## src/rtl/vending_pkg.sv

```systemverilog
// Shared types and constants for the coin vending controller.
package vending_pkg;

    typedef enum logic [1:0] {
        COLLECT = 2'd0,
        VEND    = 2'd1,
        CHANGE  = 2'd2
    } state_t;

    // Coin values expressed in 5-kurus units.
    localparam int unsigned COIN5_UNITS    = 1;
    localparam int unsigned COIN10_UNITS   = 2;
    localparam int unsigned COIN25_UNITS   = 5;
    localparam int unsigned KURUS_PER_UNIT = 5;

endpackage

```

## src/rtl/vending_coin_decoder.sv

```systemverilog
// Coin strobe decoder: a coin is valid only when exactly one strobe is high.
module vending_coin_decoder
    import vending_pkg::*;
#(
    parameter int VAL_W = 5
) (
    input  logic             i_five,
    input  logic             i_ten,
    input  logic             i_twentyFive,
    output logic             coinValid,
    output logic [VAL_W-1:0] coinValue
);

    always_comb begin
        coinValid = 1'b0;
        coinValue = '0;
        case ({i_twentyFive, i_ten, i_five})
            3'b001: begin
                coinValid = 1'b1;
                coinValue = VAL_W'(COIN5_UNITS);
            end
            3'b010: begin
                coinValid = 1'b1;
                coinValue = VAL_W'(COIN10_UNITS);
            end
            3'b100: begin
                coinValid = 1'b1;
                coinValue = VAL_W'(COIN25_UNITS);
            end
            default: ;
        endcase
    end

endmodule

```

## src/rtl/vending_controller.sv

```systemverilog
// Two-product coin vending FSM with credit accumulator and unit-by-unit change.
// Optional escrow auto-refund enabled by defining VENDING_ESCROW_TIMEOUT_EN.
module vending_controller
    import vending_pkg::*;
#(
    parameter int CREDIT_W       = 4,
    parameter int MAX_CREDIT     = 15,
    parameter int PRICE0         = 6,
    parameter int PRICE1         = 9,
    parameter int TIMEOUT_CYCLES = 1000
) (
    input  logic                clock,
    input  logic                reset,
    input  logic                fiveKurus,
    input  logic                tenKurus,
    input  logic                twentyFiveKurus,
    input  logic                productSel,
    input  logic                cancel,
    output logic                theProduct,
    output logic                productId,
    output logic                changeOut,
    output logic                coinReject,
    output logic [CREDIT_W-1:0] credit,
    output logic                busy
);

    // One spare bit so credit+coin can never wrap before the limit check.
    localparam int SUM_W = CREDIT_W + 1;
    localparam logic [SUM_W-1:0] L_MAX    = SUM_W'(MAX_CREDIT);
    localparam logic [SUM_W-1:0] L_PRICE0 = SUM_W'(PRICE0);
    localparam logic [SUM_W-1:0] L_PRICE1 = SUM_W'(PRICE1);

    state_t              r_state, w_state_nxt;
    logic [CREDIT_W-1:0] r_credit, w_credit_nxt;
    logic                r_productId, w_productId_nxt;
    logic                r_coinReject, w_coinReject_nxt;
    logic                w_coinAccept;
    logic                w_coinValid;
    logic [SUM_W-1:0]    w_coinValue;
    logic [SUM_W-1:0]    w_creditExt;
    logic [SUM_W-1:0]    w_sum;
    logic [SUM_W-1:0]    w_price;
    logic                w_timeout;
    logic                w_refund;

    vending_coin_decoder #(.VAL_W(SUM_W)) u_dec (
        .i_five       (fiveKurus),
        .i_ten        (tenKurus),
        .i_twentyFive (twentyFiveKurus),
        .coinValid    (w_coinValid),
        .coinValue    (w_coinValue)
    );

    assign w_creditExt = {1'b0, r_credit};
    assign w_sum       = w_creditExt + w_coinValue;
    assign w_price     = productSel ? L_PRICE1 : L_PRICE0;
    assign w_refund    = (cancel && (r_credit != '0)) || w_timeout;

`ifdef VENDING_ESCROW_TIMEOUT_EN
    localparam int TO_W = $clog2(TIMEOUT_CYCLES) + 1;
    logic [TO_W-1:0] r_idle;

    assign w_timeout = (r_state == COLLECT) && (r_credit != '0) &&
                       (r_idle == TO_W'(TIMEOUT_CYCLES - 1));

    always_ff @(posedge clock) begin
        if (reset || (r_state != COLLECT) || w_coinAccept) begin
            r_idle <= '0;
        end else if (r_credit != '0) begin
            r_idle <= r_idle + TO_W'(1);
        end
    end
`else
    logic w_unused_timeout;
    assign w_timeout        = 1'b0;
    assign w_unused_timeout = w_coinAccept ^ (TIMEOUT_CYCLES != 0);
`endif

    always_ff @(posedge clock) begin
        if (reset) begin
            r_state      <= COLLECT;
            r_credit     <= '0;
            r_productId  <= 1'b0;
            r_coinReject <= 1'b0;
        end else begin
            r_state      <= w_state_nxt;
            r_credit     <= w_credit_nxt;
            r_productId  <= w_productId_nxt;
            r_coinReject <= w_coinReject_nxt;
        end
    end

    always_comb begin
        w_state_nxt      = r_state;
        w_credit_nxt     = r_credit;
        w_productId_nxt  = r_productId;
        w_coinReject_nxt = 1'b0;
        w_coinAccept     = 1'b0;
        case (r_state)
            COLLECT: begin
                if (w_refund) begin
                    w_state_nxt      = CHANGE;
                    w_coinReject_nxt = w_coinValid;
                end else if (w_creditExt >= w_price) begin
                    w_state_nxt      = VEND;
                    w_credit_nxt     = r_credit - w_price[CREDIT_W-1:0];
                    w_productId_nxt  = productSel;
                    w_coinReject_nxt = w_coinValid;
                end else if (w_coinValid) begin
                    if (w_sum <= L_MAX) begin
                        w_credit_nxt = w_sum[CREDIT_W-1:0];
                        w_coinAccept = 1'b1;
                    end else begin
                        w_coinReject_nxt = 1'b1;
                    end
                end
            end
            VEND: begin
                w_state_nxt      = (r_credit != '0) ? CHANGE : COLLECT;
                w_coinReject_nxt = w_coinValid;
            end
            CHANGE: begin
                w_coinReject_nxt = w_coinValid;
                if (r_credit <= CREDIT_W'(1)) begin
                    w_credit_nxt = '0;
                    w_state_nxt  = COLLECT;
                end else begin
                    w_credit_nxt = r_credit - CREDIT_W'(1);
                end
            end
            default: begin
                w_state_nxt  = COLLECT;
                w_credit_nxt = '0;
            end
        endcase
    end

    assign theProduct = (r_state == VEND);
    assign productId  = (r_state == VEND) & r_productId;
    assign changeOut  = (r_state == CHANGE);
    assign busy       = (r_state != COLLECT);
    assign coinReject = r_coinReject;
    assign credit     = r_credit;

endmodule

```

## config.mk

```make
export PLATFORM = sky130hd
export DESIGN_NAME = vending_controller
export DESIGN_NICKNAME = d
export VERILOG_FILES = /design/src/rtl/vending_pkg.sv /design/src/rtl/vending_coin_decoder.sv /design/src/rtl/vending_controller.sv
export SDC_FILE = /design/constraint.sdc
export NUM_CORES = 1
export LEC_CHECK = 0
export ABC_CLOCK_PERIOD_IN_PS = 3200
export BUFFER_PORTS_ARGS = -buffer_cell sky130_fd_sc_hd__clkbuf_2
export CORE_MARGIN = 1.5
export CORE_UTILIZATION = 60
export CTS_CLUSTER_SIZE = 10
export DETAILED_ROUTE_END_ITERATION = 7
export GPL_TIMING_DRIVEN = 0
export MAX_ROUTING_LAYER = met4
export PLACE_DENSITY = 0.83
export SYNTH_ARGS = -nofsm -noshare
export SYNTH_HDL_FRONTEND = slang
export SYNTH_SLANG_ARGS = --single-unit
```

## constraint.sdc

```tcl
create_clock -name clock -period 3.2 [get_ports clock]
set_input_delay 0.48 -clock clock [delete_from_list [all_inputs] [get_ports clock]]
set_output_delay 0.48 -clock clock [all_outputs]
set_load 0.02 [all_outputs]
```

==> flow_metrics.env <==
export IMPL_status="finished clean"
export IMPL_diodes=0
export IMPL_cp_end_kind="flip-flop"
export IMPL_cts_hold_buf=0
export IMPL_final_util_pct=72.16
export IMPL_layout_min_cycle_time_ps=2450
export IMPL_timing_critical_path_from="credit[0]"
export IMPL_finalNetCount=157
export IMPL_routedWlPerCell_um=15.51
export IMPL_antenna_found_initial=0
export IMPL_reg2regPathDepth=8
export IMPL_reg2reg_slack_ps=750
export IMPL_seq_power_share_pct=18.8
export IMPL_drt_iter0_drc=28
export IMPL_postSynthCellCount=115
export IMPL_cts_resized=0
export IMPL_synth_distinct_cells=49
export IMPL_cts_tree="built"
export IMPL_async_reset_ff_share_pct=0
export IMPL_post_place_ws_ps=620.1
export IMPL_remaining_drc_errors=0
export IMPL_holdPathStages=2
export IMPL_syn_to_final_growth_pct=11.26
export IMPL_num_vias=917
export IMPL_synthFlopType="dfxtp_1"
export IMPL_drv_slew=0
export IMPL_cts_htree_levels=1
export IMPL_grt_use_total_pct=29.41
export IMPL_drt_wl_total_mm=2.295
export IMPL_synth_mux_area_share_pct=3.004
export IMPL_clkTransAtPathRegs_ps=60
export IMPL_finalHoldViolCount=0
export IMPL_first_global_vias=899
export IMPL_setup_tns_ps=0
export IMPL_clkPwrFrac_pct=8.0
export IMPL_die_x_um=43.82
export IMPL_clkLatencyLatePin_ps=270
export IMPL_pin_count=16
export IMPL_design_die_area_um2=1920
export IMPL_start_util_pct=64.85
export IMPL_ys_warn_count=0
export IMPL_setup_slack_ps=750.1
export IMPL_drive_above_1_share_pct=23.48
export IMPL_cts_buffer_depth=2
export IMPL_drt_vias_per_instance=6.196
export IMPL_dp_cells=145
export IMPL_gp_congestion=0.9599
export IMPL_syn_area_um2=999.7
export IMPL_core_um2=1541
export IMPL_setup_viol=0
export IMPL_grt_pass1_wl_mm=4.008
export IMPL_synth_fp_nets=138
export IMPL_yosysSeqAreaShare_pct=16.02
export IMPL_synth_top_family_by_area="compound AO/OA/AOI/OAI gates"
export IMPL_root_buffer="clkbuf_4"
export IMPL_r2r_end="credit[2]"
export IMPL_synth_edf_count=0
export IMPL_cp_arrival_ps=2620
export IMPL_swShare_pct=52.51
export IMPL_slew_headroom_pct=63.24
export IMPL_cp_required_ps=3370
export IMPL_clkSinkCount=8
export IMPL_period_share_pct=76.56
export IMPL_synth_seq_cells=8
export IMPL_holdPathEnd="r_productId"
export IMPL_power_density_nw_per_um2=917.2
export IMPL_grt_max_degree=10
export IMPL_fin_cells=148
export IMPL_post_cts_buffers=0
export IMPL_io_buffers=14
export IMPL_synth_xor_area_share_pct=3.504
export IMPL_synthAdderAreaFrac_pct=21.53
export IMPL_start_kind="flip-flop"
export IMPL_tritoncts_num_buffers=3
export IMPL_p_switching_mw=0.5357
export IMPL_gr_total_overflow=0
export IMPL_cp_max_fo=8
export IMPL_final_cell_mix="14 x ha_1, 14 x clkbuf_2, 11 x inv_1"
export IMPL_rsz0062_at_grt="no"
export IMPL_hp_start="r_productId"
export IMPL_timing_rr_start="credit[0]"
export IMPL_peakVddDrop_uv=583.7
export IMPL_fp_dieH_um=43.82
export IMPL_clock_skew_ps=7.510
export IMPL_drv_cap=0
export IMPL_intPower_mw=0.4845
export IMPL_tightest_slew_ps=548.1
export IMPL_critPathKind="flip-flop to flip-flop"
export IMPL_firstDrtPassIters=4
export IMPL_power_frac_comb_pct=73.3
export IMPL_rows=14
export IMPL_hp_class="flip-flop to flip-flop"
export IMPL_synth_compound_area_share_pct=30.41
export IMPL_p_leak_nw=0.5182
export IMPL_ant_nets=0
export IMPL_yosys_area_share_simple_pct=20.53
export IMPL_hpwlAfterDp_mm=1.799
export IMPL_max_clock_freq_mhz=408.2
export IMPL_avgSynthCellArea_um2=8.693
-- power by group through the flow --
stage	clock network [mW]	registers (mW)	logic [mW]
after floorplan	0	0.200	0.565
after detailed placement	0	0.193	0.736
final	0.0814	0.191	0.747
after global routing	0.0885	0.197	0.819
after CTS	0.0847	0.190	0.741
after global placement	0	0.190	0.716
-- kinds of logic after synthesis --
| kind of cell | count (synthesis) |
|---|---|
| AOI/OAI and AO/OA | 34 |
| muxes | 3 |
| and+or+nand+nor | 37 |
| buffers and inverters | 13 |
| DFF | 8 |
| xor gates and xnor gates | 4 |
| adders and majority gates | 16 |
-- cells in the mapped netlist, types with 3 or more instances --
cell | instances | area (um2)
a21oi_1 | 5 | 25.02
o21ai_1 | 3 | 15.01
nand2_1 | 8 | 30.03
ha_1 | 14 | 175.2
mux2i_1 | 3 | 30.03
a211oi_1 | 5 | 37.54
nand3_1 | 3 | 15.01
nor2_1 | 8 | 30.03
inv_1 | 11 | 41.29
dfxtp_1 | 8 | 160.2
-- per-layer routing --
layer  global-route usage, %  part of all wire (%)  up-vias
li1                        -                     -      457
met1                   37.31                    47      429
met2                   44.41                    46       25
met3                   6.667                   4.3        6
met4                   12.73                   2.7        0
met5                       -                     0        -
-- flip-flops by register name, summed over array words and instances (netlist names) --
name	cells
credit	4
r_productId	1
coinReject	1
r_state	2
-- metrics by stage --
| stage | power, mW | area, um2 | hold WS, ps |
|---|---|---|---|
| 3_5_place_dp | 0.9292 | 1090 | 481.9 |
| 3_3_place_gp | 0.9064 | 1090 | 472.5 |
| 2_1_floorplan | 0.7657 | 999.7 | 454.8 |
| 6_report | 1.020 | 1112 | 492.2 |
| 4_1_cts | 1.016 | 1112 | 499.5 |
| 5_1_grt | 1.105 | 1112 | 552.4 |
-- worst max-delay path, cell delays in order, from the launching register on --
cell	delay, ps
dfxtp_1	450
inv_1	160
ha_1	230
fa_1	430
a21boi_4	180
o21ai_4	260
mux2i_1	300
a22oi_1	90
a211oi_1	250
-- final cells by class --
class,count,area [um2]
Inverter,11,41.29
Fill cell,129,429.2
Tap cell,16,20.02
Buffer,2,8.758
Timing Repair Buffer,14,70.07
Clock buffer,3,22.52
Sequential cell,8,160.2
Multi-Input combinational cell,94,789.5
-- how the worst max path moves through the flow --
stage / end / slack [ps] / cells after the start
6_report: credit[2] / 750 / 8
5_1_grt: credit[2] / 560 / 8
4_1_cts: credit[2] / 760 / 8
3_5_place_dp: credit[0] / 620 / 11
3_3_place_gp: credit[1] / 690 / 11
2_1_floorplan: credit[1] / 950 / 7
(Power assumes the default switching activity.)
